--- src/rtl/pipe_hazard_ctrl.sv ---
// Stall/flush controller for the 5-stage pipeline.
// Handles load-use hazards, taken branches, multi-cycle mult/div and dmem wait states.
module pipe_hazard_ctrl #(
    parameter int unsigned MDU_LAT     = 32,
    parameter int unsigned MEM_TIMEOUT = 255,
    parameter int unsigned CNT_W       = 16
) (
    input  logic             clk,
    input  logic             reset,
    input  logic [4:0]       id_rs,
    input  logic [4:0]       id_rt,
    input  logic             id_uses_rt,
    input  logic             ex_mem_read,
    input  logic [4:0]       ex_rw,
    input  logic             ex_mdu_start,
    input  logic             mem_branch_taken,
    input  logic             mem_access,
    input  logic             dmem_ready,
    output logic             pc_write,
    output logic             ifid_write,
    output logic             idex_write,
    output logic             exmem_write,
    output logic             ifid_flush,
    output logic             idex_flush,
    output logic             exmem_flush,
    output logic             mdu_busy,
    output logic             mem_err,
    output logic [CNT_W-1:0] stall_cycles
);

    localparam int MDU_W  = (MDU_LAT > 2) ? $clog2(MDU_LAT - 1) : 1;
    localparam int WAIT_W = (MEM_TIMEOUT > 0) ? $clog2(MEM_TIMEOUT + 1) : 1;

    typedef enum logic {RUN, MDU} state_e;

    state_e            state_q, state_d;
    logic [MDU_W-1:0]  mdu_cnt_q, mdu_cnt_d;
    logic [WAIT_W-1:0] wait_cnt_q, wait_cnt_d;
    logic              mem_err_q;
    logic [CNT_W-1:0]  stall_q;

    logic dmem_wait;
    logic load_use;

    assign dmem_wait = mem_access && !dmem_ready;
    assign load_use  = ex_mem_read && (ex_rw != 5'd0) &&
                       ((ex_rw == id_rs) || (id_uses_rt && (ex_rw == id_rt)));

    always_comb begin
        // NOTE: every output and next-state gets a default first so no path leaves one unassigned (no latches).
        pc_write    = 1'b1;
        ifid_write  = 1'b1;
        idex_write  = 1'b1;
        exmem_write = 1'b1;
        ifid_flush  = 1'b0;
        idex_flush  = 1'b0;
        exmem_flush = 1'b0;
        state_d     = state_q;
        mdu_cnt_d   = mdu_cnt_q;

        // A dmem freeze must not stop the MDU countdown, so MDU timing sits outside the priority chain.
        if (state_q == MDU) begin
            if (mdu_cnt_q == '0) begin
                state_d = RUN;
            end else begin
                mdu_cnt_d = mdu_cnt_q - MDU_W'(1);
            end
        end else if (!dmem_wait && !mem_branch_taken && ex_mdu_start) begin
            state_d   = MDU;
            mdu_cnt_d = MDU_W'(MDU_LAT - 2);
        end

        if (reset) begin
            // defaults already hold the reset-time output values
        end else if (dmem_wait) begin
            pc_write    = 1'b0;
            ifid_write  = 1'b0;
            idex_write  = 1'b0;
            exmem_write = 1'b0;
        end else if ((state_q == RUN) && mem_branch_taken) begin
            ifid_flush  = 1'b1;
            idex_flush  = 1'b1;
            exmem_flush = 1'b1;
        end else if ((state_q == MDU) || ex_mdu_start) begin
            pc_write    = 1'b0;
            ifid_write  = 1'b0;
            idex_write  = 1'b0;
            exmem_flush = 1'b1;
        end else if (load_use) begin
            pc_write    = 1'b0;
            ifid_write  = 1'b0;
            idex_flush  = 1'b1;
        end
    end

    always_comb begin
        wait_cnt_d = '0;
        if (dmem_wait) begin
            wait_cnt_d = (wait_cnt_q == WAIT_W'(MEM_TIMEOUT)) ? wait_cnt_q
                                                              : wait_cnt_q + WAIT_W'(1);
        end
    end

    always_ff @(posedge clk or posedge reset) begin
        if (reset) begin
            state_q    <= RUN;
            mdu_cnt_q  <= '0;
            wait_cnt_q <= '0;
            mem_err_q  <= 1'b0;
            stall_q    <= '0;
        end else begin
            // NOTE: sequential state uses non-blocking assignments so all registers sample pre-edge values.
            state_q    <= state_d;
            mdu_cnt_q  <= mdu_cnt_d;
            wait_cnt_q <= wait_cnt_d;
            if (dmem_wait && (wait_cnt_d == WAIT_W'(MEM_TIMEOUT))) begin
                mem_err_q <= 1'b1;
            end
            if (!pc_write) begin
                stall_q <= stall_q + CNT_W'(1);
            end
        end
    end

    assign mdu_busy     = !reset && (state_q == MDU);
    assign mem_err      = mem_err_q;
    assign stall_cycles = stall_q;

endmodule

--- config.mk ---
export PLATFORM = sky130hd
export DESIGN_NAME = pipe_hazard_ctrl
export DESIGN_NICKNAME = d
export VERILOG_FILES = /design/src/rtl/pipe_hazard_ctrl.sv
export SDC_FILE = /design/constraint.sdc
export NUM_CORES = 1
export LEC_CHECK = 0
export ABC_AREA = 1
export CORE_ASPECT_RATIO = 1.2
export CORE_MARGIN = 3
export CORE_UTILIZATION = 40
export CTS_CLUSTER_SIZE = 12
export DETAILED_ROUTE_END_ITERATION = 16
export GPL_TIMING_DRIVEN = 0
export HOLD_SLACK_MARGIN = 0.15
export PLACE_DENSITY_LB_ADDON = 0.25
export SLEW_MARGIN = 20
export SYNTH_ARGS = -nofsm -noshare
export SYNTH_HDL_FRONTEND = slang
export SYNTH_SLANG_ARGS = --single-unit
--- constraint.sdc ---
create_clock -name clk -period 2.1 [get_ports clk]
set_input_delay 0.42 -clock clk [delete_from_list [all_inputs] [get_ports clk]]
set_output_delay 0.42 -clock clk [all_outputs]
set_load 0.005 [all_outputs]
==> metrics.md, run 1 <==
| Metric | Value |
|---|---|
| Critical Path RT | `1.68 ns` |
| Core area | `4760 um^2` |
| Power density over cell area | `747 nW/um^2` |
| RSZ-0062 raised after global routing | `true` |
| Syn Inst Count | `291` |
| Period utilization | `98.8%` |
| Measured slew at the worst slew-check pin | `0.395 ns` |
| CTS tree | `built` |
| Crit end category | `output pin` |
| Synth unique cells | `31` |
| Initial Util | `42.7%` |
| LEAKAGE | `1.41 nW` |
| Layout area overhead | `36.8%` |
| CTS Sinks | `31` |
| Share of post-route cells with drive strength above 1 | `12.5%` |
| Max transition margin | `73.4%` |
| Critical Path Slowest Stage Cell | `clkdlybuf4s50_1` |
| Root buffer cell | `clkbuf_8` |
| Flops & latches, synth | `31` |
| Chip width | `71.1 um` |
| Ant diodes | `0` |
| Pin count of the biggest net entering global routing | `21` |
| Clock buffer count from CTS | `5` |
| Via/cell ratio | `4.85` |
| Drt pass-1 iters | `4` |
| Minimum clock period | `2.07 ns` |
| Total grt overflow | `0` |
| Mapped cell area | `2030 um^2` |
| Max Freq | `0.482 GHz` |
| Crit path DAT | `1.65 ns` |
| Row count | `27` |
| Setup CP Type | `in2out` |
| Nets | `379` |
| Design area | `2780 um^2` |
| CP max FO | `4` |
| CTS Buffer Depth | `2` |
| Worst path cell trace | `clkdlybuf4s50_1 -> nand2_1 -> nor2_1 -> nand3_1 -> nand2_2 -> nand3_2 -> nand2_4 -> nand2_8 -> buf_4 -> buf_2` |
| Final cell count without fillers | `411` |
| DIE AREA | `5980 um^2` |
| Crit-path max cell delay | `0.45 ns` |
| Post-DR wirelength/cell | `11.2 um` |
| Worst Hold Slack | `0.463 ns` |
| Peak supply drop | `634 uV` |
| Clock latency on the worst-skew pair | `0.29 ns` |
| Sequential area share after synthesis | `38.1%` |
| IO Pins | `48` |
| Post-DP Area | `2580 um^2` |
| Clock slew seen by the registers of the worst setup and hold paths | `0.06 ns` |
| Initial DRC Count | `115` |
| Gpl congestion | `0.789` |
| Buffers on Ports | `47` |
| Die height | `84.1 um` |
| Routed WL | `4.60 mm` |
| Syn nets | `318` |
| Final Hold Vio Count | `0` |
| First-pass GRT wire length | `8.00 mm` |
| Status | `completed` |
| Setup violators final | `0` |
| Slew Viols, Final | `0` |
| Syn avg cell area | `6.99 um^2` |
| Vias | `1995` |
| GRT Total Usage | `16.6%` |
| Antenna violations before repair | `0` |
| Detailed placement HPWL | `3.41 mm` |
| Detailed-route DRC error count | `0` |
| Vias in the first global route | `1878` |
| Max Cap Violations | `0` |
| CP startpoint kind | `input pin` |
| Depth of the CTS H-tree | `2` |
| Setup_tns | `0 ns` |
| Post-Place Cells | `396` |
| Clk_skew | `0.00992 ns` |
| Final ANT Viol Nets | `0` |
| Worst hold path type | `reg2reg` |
| Syn. warnings | `0` |
[metrics by stage]
step | power [mW] | util [%] | setup slack [ns]
CTS | 2.09 | 58.1 | 0.00295
global route | 2.22 | 58.4 | -0.0420
global placement | 1.43 | 54.1 | -0.972
floorplan | 1.18 | - | 0.294
finish | 2.08 | 58.4 | 0.0256
detailed placement | 1.45 | 54.1 | -0.998
[cell usage after synthesis, drive strengths merged]
cell type | number | area [um^2]
nor4 | 2 | 18.8
nor3 | 7 | 40.0
a21oi | 4 | 23.8
a31o | 1 | 8.76
buf | 6 | 43.8
nand3 | 34 | 180
inv | 39 | 146
nand2 | 100 | 390
xor2 | 8 | 70.1
o21ai | 9 | 45.0
nor2 | 31 | 129
o211ai | 1 | 7.51
a211oi | 1 | 7.51
a31oi | 4 | 25.0
nand4 | 1 | 6.26
and2 | 1 | 6.26
xnor2 | 6 | 52.6
ha | 4 | 50.1
a21boi | 1 | 7.51
dfrtp | 31 | 776
[path summary, 6_finish.rpt]
kind                            slack, ns                           end                        start  cells past startpoint
max in group asynchronous            1.33      mdu_cnt_q[0]$_DFFE_PP0P_                        reset                      4
worst min register to register       0.46           mem_err$_DFFE_PP0P_          mem_err$_DFFE_PP0P_                      2
worst max-delay path                 0.03                      pc_write                   id_uses_rt                     10
min in group asynchronous            0.49      mdu_cnt_q[2]$_DFFE_PP0P_                        reset                      4
worst max register to register       0.45  stall_cycles[14]$_DFFE_PP0N_  stall_cycles[0]$_DFFE_PP0N_                      7
worst min-delay path                 0.46           mem_err$_DFFE_PP0P_          mem_err$_DFFE_PP0P_                      2
[worst max-delay path: cells and delay by family]
family	cells	cell delay (ns)
and+or+nand+nor	7	0.55
buffers and inverters	3	0.68
[timing repair]
action | CTS | global route
hold buffers | 0 | 0
setup endpoints to repair | 8 | 4
cloned | 1 | 0
pin swaps | 9 | 4
resized for setup | 41 | 7
setup buffers | 6 | 1
[where the power goes]
part / switching (mW) / total (mW) / leakage, nW / internal, mW
Combinational: 0.345 / 0.667 / 0.944 / 0.323
Sequential: 0.0961 / 0.798 / 0.402 / 0.701
Clock: 0.230 / 0.614 / 0.0612 / 0.384
[cell type report]
class / instances / area (um^2)
timing repair buffer: 55 / 526
clock inverter: 2 / 35.0
clock buffer: 6 / 82.6
tap: 58 / 72.6
multi-input combinational: 215 / 1090
buffer: 5 / 57.6
sequential: 31 / 776
inverter: 39 / 146
fill: 451 / 1980
[logic make-up (layout without fill, tap and decap cells)]
| family | Yosys count | in the layout | share of synthesized area [%] |
|---|---|---|---|
| AO/OA/AOI/OAI | 21 | 21 | 6.15 |
| XOR/XNOR | 14 | 14 | 6.03 |
| adder cells (fa/ha/maj) | 4 | 4 | 2.46 |
| buffers and inverters | 45 | 107 | 9.35 |
| flip-flops | 31 | 31 | 38.1 |
| AND/OR/NAND/NOR | 176 | 176 | 37.9 |
[metal layers]
| metal | up-vias | GRT usage (%) | part of all wire (%) |
|---|---|---|---|
| met3 | 4 | 3.73 | 4.6 |
| met1 | 908 | 18.9 | 42 |
| met2 | 39 | 30.5 | 52 |
| met5 | - | 0 | 0 |
| li1 | 1044 | - | - |
| met4 | 0 | 4.62 | 0.98 |
[flip-flops by register name (all words and copies together) (netlist names)]
register	count
mem_err	1
state_q	1
wait_cnt_q	8
mdu_cnt_q	5
stall_cycles	16
[layout by cell type (no fill, tap or decap), drive strengths merged, types with 3 or more instances in the layout]
cell type,n
a21oi,4
clkdlybuf4s15,3
dfrtp,31
buf,14
nand2,100
nor3,7
inv,39
xor2,8
clkdlybuf4s50,23
ha,4
o21ai,9
a31oi,4
xnor2,6
nor2,31
dlygate4sd2,16
clkbuf,7
nand3,34
Note: power is estimated with default switching activity, not from simulation.
==> run 2: changes to the inputs <==
RECOVER_POWER = 50   (was unset)
==> run 2 against run 1 <==
  * Sequential power hardly changed
  * Total power is 0.18% lower
  * Global-route usage stayed put
  * Flip-flop and latch count stayed put
  * Clock skew is 0.0013 ns lower
  * Worst hold slack worse by 0.0066 ns
  * Clock-buffer cell count stayed put
  * Utilization is 0.87 points lower
  * Register-to-register slack worse by 0.20 ns
==> metrics.md, run 2 (same netlist as run 1, synthesis figures left out) <==
| Metric | Value |
|---|---|
| Final ANT Viol Nets | `0 (unchanged)` |
| Total grt overflow | `0 (unchanged)` |
| Max Cap Violations | `0 (unchanged)` |
| First-pass GRT wire length | `8.00 mm (unchanged)` |
| Worst R2R Setup Slack | `0.25 ns (was 0.45 ns)` |
| Worst hold path type | `reg2reg (unchanged)` |
| Slew Viols, Final | `0 (unchanged)` |
| Layout area overhead | `34.7% (was 36.8%)` |
| CP startpoint kind | `input pin (unchanged)` |
| Worst path cell trace | `clkdlybuf4s50_1 -> nand2_1 -> nor2_1 -> nand3_1 -> nand2_2 -> nand3_2 -> nand2_4 -> nand2_8 -> buf_4 -> buf_2 (unchanged)` |
| LEAKAGE | `1.39 nW (was 1.41 nW)` |
| Post-DP Area | `2580 um^2 (unchanged)` |
| Detailed-route DRC error count | `0 (unchanged)` |
| Measured slew at the worst slew-check pin | `1.13 ns (was 0.395 ns)` |
| Hold Crit Start | `mem_err$_DFFE_PP0P_ (unchanged)` |
| Critical path buffers and inverters | `3 (unchanged)` |
| Detailed placement HPWL | `3.41 mm (unchanged)` |
| Clock slew seen by the registers of the worst setup and hold paths | `0.06 ns (about the same)` |
| IO Pins | `48 (unchanged)` |
| CTS Sinks | `31 (unchanged)` |
| Crit-path max cell delay | `0.45 ns (about the same)` |
| Max reg flops | `16 (unchanged)` |
| Final worst slack | `0.0249 ns (was 0.0256 ns)` |
| Depth of the CTS H-tree | `2 (unchanged)` |
| Ant diodes | `0 (unchanged)` |
| Most common cell after layout, fill and taps aside | `nand2_1 (unchanged)` |
| Vias in the first global route | `1878 (unchanged)` |
| Setup violators final | `0 (unchanged)` |
| Routed WL | `4.61 mm (was 4.60 mm)` |
| CTS Buffer Depth | `2 (unchanged)` |
| Hold_buf cts | `0 (unchanged)` |
| Row count | `27 (unchanged)` |
| Period utilization | `98.8% (about the same)` |
| Drt pass-1 iters | `4 (unchanged)` |
| Share of post-route cells with drive strength above 1 | `11.3% (was 12.5%)` |
| Nets | `379 (unchanged)` |
| Antenna violations before repair | `0 (unchanged)` |
| Minimum clock period | `2.08 ns (was 2.07 ns)` |
| Design area | `2740 um^2 (was 2780 um^2)` |
| Sequential cell area | `776 um^2 (unchanged)` |
| GRT Total Usage | `16.6% (unchanged)` |
| CTS tree | `built (unchanged)` |
| R2r endpoint | `mem_err$_DFFE_PP0P_ (was stall_cycles[14]$_DFFE_PP0N_)` |
| Worst hold stages | `2 (unchanged)` |
| Most frequent cells in the layout | `nand2_1 (96), inv_1 (33), nand3_1 (33), dfrtp_1 (31), nor2_1 (29) (was nand2_1 (96), inv_1 (32), nand3_1 (32), dfrtp_1 (31), nor2_1 (28))` |
| Place WS | `-0.998 ns (unchanged)` |
| Die height | `84.1 um (unchanged)` |
| Chip width | `71.1 um (unchanged)` |
| Status | `completed (unchanged)` |
| Critical Path RT | `1.68 ns (about the same)` |
| Clk_skew | `0.00864 ns (was 0.00992 ns)` |
| Max Freq | `0.482 GHz (about the same)` |
| Clock latency on the worst-skew pair | `0.29 ns (about the same)` |
| Clock buffer count from CTS | `5 (unchanged)` |
| Setup CP Type | `in2out (unchanged)` |
| R2R depth | `9 (was 7)` |
| Buffers on Ports | `47 (unchanged)` |
| Min-Delay Endpoint | `mem_err$_DFFE_PP0P_ (unchanged)` |
| Initial Util | `42.7% (unchanged)` |
| FF-to-FF Start | `wait_cnt_q[0]$_DFF_PP0_ (was stall_cycles[0]$_DFFE_PP0N_)` |
| RSZ-0062 raised after global routing | `true (unchanged)` |
| Core area | `4760 um^2 (unchanged)` |
| Vias | `2002 (was 1995)` |
| Power density over cell area | `757 nW/um^2 (was 747 nW/um^2)` |
| Final Hold Vio Count | `0 (unchanged)` |
| Gpl congestion | `0.789 (unchanged)` |
| Via/cell ratio | `4.87 (was 4.85)` |
| Max transition margin | `24.9% (was 73.4%)` |
| Crit path DAT | `1.66 ns (was 1.65 ns)` |
| Initial DRC Count | `130 (was 115)` |
| DIE AREA | `5980 um^2 (unchanged)` |
| Filler instances | `458 (was 451)` |
| Post-DR wirelength/cell | `11.2 um (about the same)` |
| Pin count of the biggest net entering global routing | `21 (unchanged)` |
| CP max FO | `4 (unchanged)` |
| Peak supply drop | `634 uV (about the same)` |
| Crit end category | `output pin (unchanged)` |
| Largest delay share family, worst path | `buffers and inverters (unchanged)` |
| Area of the multi-input gates | `1070 um^2 (was 1090 um^2)` |
| Critical Path Slowest Stage Cell | `clkdlybuf4s50_1 (unchanged)` |
| Root buffer cell | `clkbuf_8 (unchanged)` |
## run 2: cell types whose count changed in the layout (fill, tap and decap cells not counted), sizes merged
| cell | change |
|---|---|
| bufbuf | -1 |
| clkbuf | +1 |
| clkdlybuf4s50 | -1 |
| dlygate4sd3 | +1 |
## run 2: final cells by class
cell class | instances | area share (%)
Tap cell | 58 | 2.65
Clock buffer | 6 | 3.01
Buffer | 5 | 2.10
Clock inverter | 2 | 1.28
Inverter | 39 | 5.34
Multi-Input combinational cell | 215 | 39.2
Timing Repair Buffer | 55 | 18.1
Sequential cell | 31 | 28.3
## run 2: timing repair
item / 4_1_cts / 5_1_grt
endpoints found under the setup margin: 8 / 4
resized for setup: 41 / 7
gates cloned: 1 / 0
buffers inserted: 6 / 1
pin swaps: 9 / 4
## run 2: through the flow
step | instances | power, mW | setup TNS, ns | util (%) | hold slack [ns]
2_1_floorplan | 291 | 1.18 | 0 | - | 0.457
3_3_place_gp | 396 | 1.43 | -6.25 | 54.1 | 0.447
3_5_place_dp | 396 | 1.45 | -6.57 | 54.1 | 0.449
4_1_cts | 410 | 2.09 | 0 | 58.1 | 0.466
5_1_grt | 411 | 2.21 | -0.0455 | 57.6 | 0.493
6_report | 411 | 2.07 | 0 | 57.6 | 0.457
## run 2: worst register-to-register path, cell delays in order (launching register included)
cell     delay (ns)
dfrtp_1        0.40
ha_1           0.23
nand2_1        0.07
nor2_1         0.26
nand3_1        0.28
a21oi_1        0.26
nand2_1        0.09
nor2_1         0.11
nand2_1        0.05
nand2_1        0.05
## run 2: worst max-delay path by stage
stage	startpoint	to	slack (ns)	cells after the start
final	id_uses_rt	pc_write	0.02	10
after global routing	id_uses_rt	pc_write	-0.04	10
after CTS	id_uses_rt	pc_write	0.003	10
after detailed placement	reset	idex_write	-1.0	6
after global placement	reset	idex_write	-0.97	6
after floorplan	reset	exmem_write	0.29	4
## run 2: per-layer routing
layer | vias up | GRT usage (%) | wire length (um)
li1 | 1041 | - | -
met1 | 922 | 18.9 | 1970
met2 | 35 | 30.5 | 2400
met3 | 4 | 3.73 | 185
met4 | 0 | 4.62 | 45
met5 | - | 0 | 0
## run 2: power breakdown
group / total (mW) / internal (mW) / switching (mW)
clock network: 0.617 / 0.384 / 0.233
registers: 0.798 / 0.701 / 0.0962
logic: 0.661 / 0.316 / 0.345
total: 2.07 / 1.40 / 0.674
==> run 3: changes to the inputs <==
CORE_MARGIN = unset   (was 3)
==> run 3 against run 2 <==
  * First-iteration DRC count down 32%
  * Combinational power up 2%
  * Non-clock buffer count up 3
  * Largest power group unchanged
  * Highest routed layer unchanged
  * Utilization down 1.1 points
  * Sequential share of layout area down 0.26 points
==> metrics.md, run 3 (same netlist as run 1, synthesis figures left out) <==
| Metric | Value |
|---|---|
| Comb power frac | `32.3% (was 31.8%)` |
| Depth of the CTS H-tree | `2 (unchanged)` |
| Clock latency on the worst-skew pair | `0.28 ns (was 0.29 ns)` |
| CTS tree | `built (unchanged)` |
| First-pass GRT wire length | `7.55 mm (was 8.00 mm)` |
| LEAKAGE | `1.39 nW (about the same)` |
| Vias | `1969 (was 2002)` |
| Minimum clock period | `2.06 ns (was 2.08 ns)` |
| Clock slew seen by the registers of the worst setup and hold paths | `0.06 ns (about the same)` |
| Buffers on Ports | `47 (unchanged)` |
| Core area | `4900 um^2 (was 4760 um^2)` |
| Detailed placement HPWL | `3.27 mm (was 3.41 mm)` |
| Critical Path RT | `1.68 ns (about the same)` |
| Nets | `382 (was 379)` |
| Worst hold stages | `2 (unchanged)` |
| Worst hold path type | `reg2reg (unchanged)` |
| Most frequent cells in the layout | `nand2_1 (96), inv_1 (33), nand3_1 (32), dfrtp_1 (31), nor2_1 (30) (was nand2_1 (96), inv_1 (33), nand3_1 (33), dfrtp_1 (31), nor2_1 (29))` |
| Crit end category | `output pin (unchanged)` |
| Setup_tns | `0 ns (unchanged)` |
| Antenna violations before repair | `0 (unchanged)` |
| Reg power frac | `38.6% (was 38.4%)` |
| Slew Viols, Final | `0 (unchanged)` |
| Status | `completed (unchanged)` |
| CP max FO | `3 (was 4)` |
| Row count | `28 (was 27)` |
| Clock buffer count from CTS | `5 (unchanged)` |
| Final worst slack | `0.0400 ns (was 0.0249 ns)` |
| DIE AREA | `5380 um^2 (was 5980 um^2)` |
| Min-Delay Endpoint | `mem_err$_DFFE_PP0P_ (unchanged)` |
| Area of the multi-input gates | `1080 um^2 (was 1070 um^2)` |
| CTS Sinks | `31 (unchanged)` |
| Post-DR wirelength/cell | `10.7 um (was 11.2 um)` |
| Setup CP Type | `in2out (unchanged)` |
| Ant diodes | `0 (unchanged)` |
| Layout area overhead | `36.0% (was 34.7%)` |
| R2r endpoint | `mem_err$_DFFE_PP0P_ (unchanged)` |
| Clock power frac | `29.2% (was 29.7%)` |
| Via/cell ratio | `4.73 (was 4.87)` |
| Pin count of the biggest net entering global routing | `21 (unchanged)` |
| Sequential cell area | `776 um^2 (unchanged)` |
| Peak supply drop | `417 uV (was 634 uV)` |
| Root buffer cell | `clkbuf_8 (unchanged)` |
| Clk_skew | `0.0123 ns (was 0.00864 ns)` |
| Worst R2R Setup Slack | `0.32 ns (was 0.25 ns)` |
| Filler instances | `492 (was 458)` |
| Max transition margin | `25.0% (was 24.9%)` |
| Worst Hold Slack | `0.454 ns (was 0.457 ns)` |
| Sw frac | `32.0% (was 32.5%)` |
| Max Cap Violations | `0 (unchanged)` |
| Hold Crit Start | `mem_err$_DFFE_PP0P_ (unchanged)` |
| Die height | `80.1 um (was 84.1 um)` |
| Measured slew at the worst slew-check pin | `1.13 ns (about the same)` |
| Setup violators final | `0 (unchanged)` |
| Share of post-route cells with drive strength above 1 | `12.9% (was 11.3%)` |
| Net switching power | `0.666 mW (was 0.674 mW)` |
| Final Hold Vio Count | `0 (unchanged)` |
| Max Freq | `0.485 GHz (was 0.482 GHz)` |
| Place WS | `-0.968 ns (was -0.998 ns)` |
| Design area | `2770 um^2 (was 2740 um^2)` |
| Post-Place Cells | `398 (was 396)` |
| Detailed-route DRC error count | `0 (unchanged)` |
| Post-DP Area | `2580 um^2 (about the same)` |
| Power, Total | `2.08 mW (was 2.07 mW)` |
| CTS Buffer Depth | `2 (unchanged)` |
| Most common cell after layout, fill and taps aside | `nand2_1 (unchanged)` |
| Total grt overflow | `0 (unchanged)` |
| Period utilization | `98.1% (was 98.8%)` |
| Routed WL | `4.45 mm (was 4.61 mm)` |
| Final cell count without fillers | `416 (was 411)` |
| FF-to-FF Start | `wait_cnt_q[0]$_DFF_PP0_ (unchanged)` |
| R2R depth | `9 (unchanged)` |
| Power density over cell area | `752 nW/um^2 (was 757 nW/um^2)` |
| Initial Util | `41.5% (was 42.7%)` |
| Vias in the first global route | `1812 (was 1878)` |
| Internal Pwr Total | `1.41 mW (was 1.40 mW)` |
| Final Util | `56.4% (was 57.6%)` |
| IO Pins | `48 (unchanged)` |
| Gpl congestion | `0.774 (was 0.789)` |
| Chip width | `67.1 um (was 71.1 um)` |
| Max reg flops | `16 (unchanged)` |
| GRT Total Usage | `18.4% (was 16.6%)` |
| Drt pass-1 iters | `4 (unchanged)` |
| Initial DRC Count | `88 (was 130)` |
| Crit path DAT | `1.64 ns (was 1.66 ns)` |
| CP startpoint kind | `input pin (unchanged)` |
| Final ANT Viol Nets | `0 (unchanged)` |
## run 3: timing repair
item | 4_1_cts | 5_1_grt
hold buffers | 0 | 0
setup buffers | 5 | 5
setup endpoints to repair | 7 | 6
gates cloned | 1 | 0
pin swaps | 10 | 4
gates resized for setup | 40 | 14
## run 3: worst max-delay path by stage
stage                                start           to  slack (ns)  depth (start not counted)
after floorplan                      reset  exmem_write        0.29                          4
after global placement               reset   idex_write       -0.98                          6
after detailed placement             reset   idex_write       -0.97                          6
after CTS                 mem_branch_taken   idex_flush       -0.01                          6
after global routing            mem_access     pc_write      -0.006                          9
final                           mem_access     pc_write        0.04                          9
## run 3: area by class of cell
class / instances / share of cell area [%]
plain buffers: 5 / 2.08
clock buffers: 6 / 2.99
clock inverters: 2 / 1.27
inverters: 39 / 5.29
multi-input cells: 215 / 39.1
flip-flops and latches: 31 / 28.0
well taps: 60 / 2.71
repair buffers: 58 / 18.5
## run 3: power groups by stage
stage / registers (mW) / logic [mW] / clock network, mW
floorplan: 0.796 / 0.386 / 0
global placement: 0.810 / 0.620 / 0
detailed placement: 0.812 / 0.635 / 0
CTS: 0.802 / 0.663 / 0.622
global route: 0.817 / 0.755 / 0.656
finish: 0.802 / 0.671 / 0.607
## run 3: worst max-delay path: stages
cell,delay [ns]
clkdlybuf4s50_1,0.46
inv_1,0.06
nor2_4,0.12
a21oi_2,0.05
buf_4,0.14
nand2_4,0.09
nand2_8,0.06
buf_4,0.13
buf_2,0.11
## run 3: routing by layer
metal	wire length [um]	vias up	global-route usage, %
met4	98	0	8.30
li1	-	1050	-
met5	0	-	0
met1	2030	873	23.0
met2	2170	37	29.4
met3	141	9	4.26
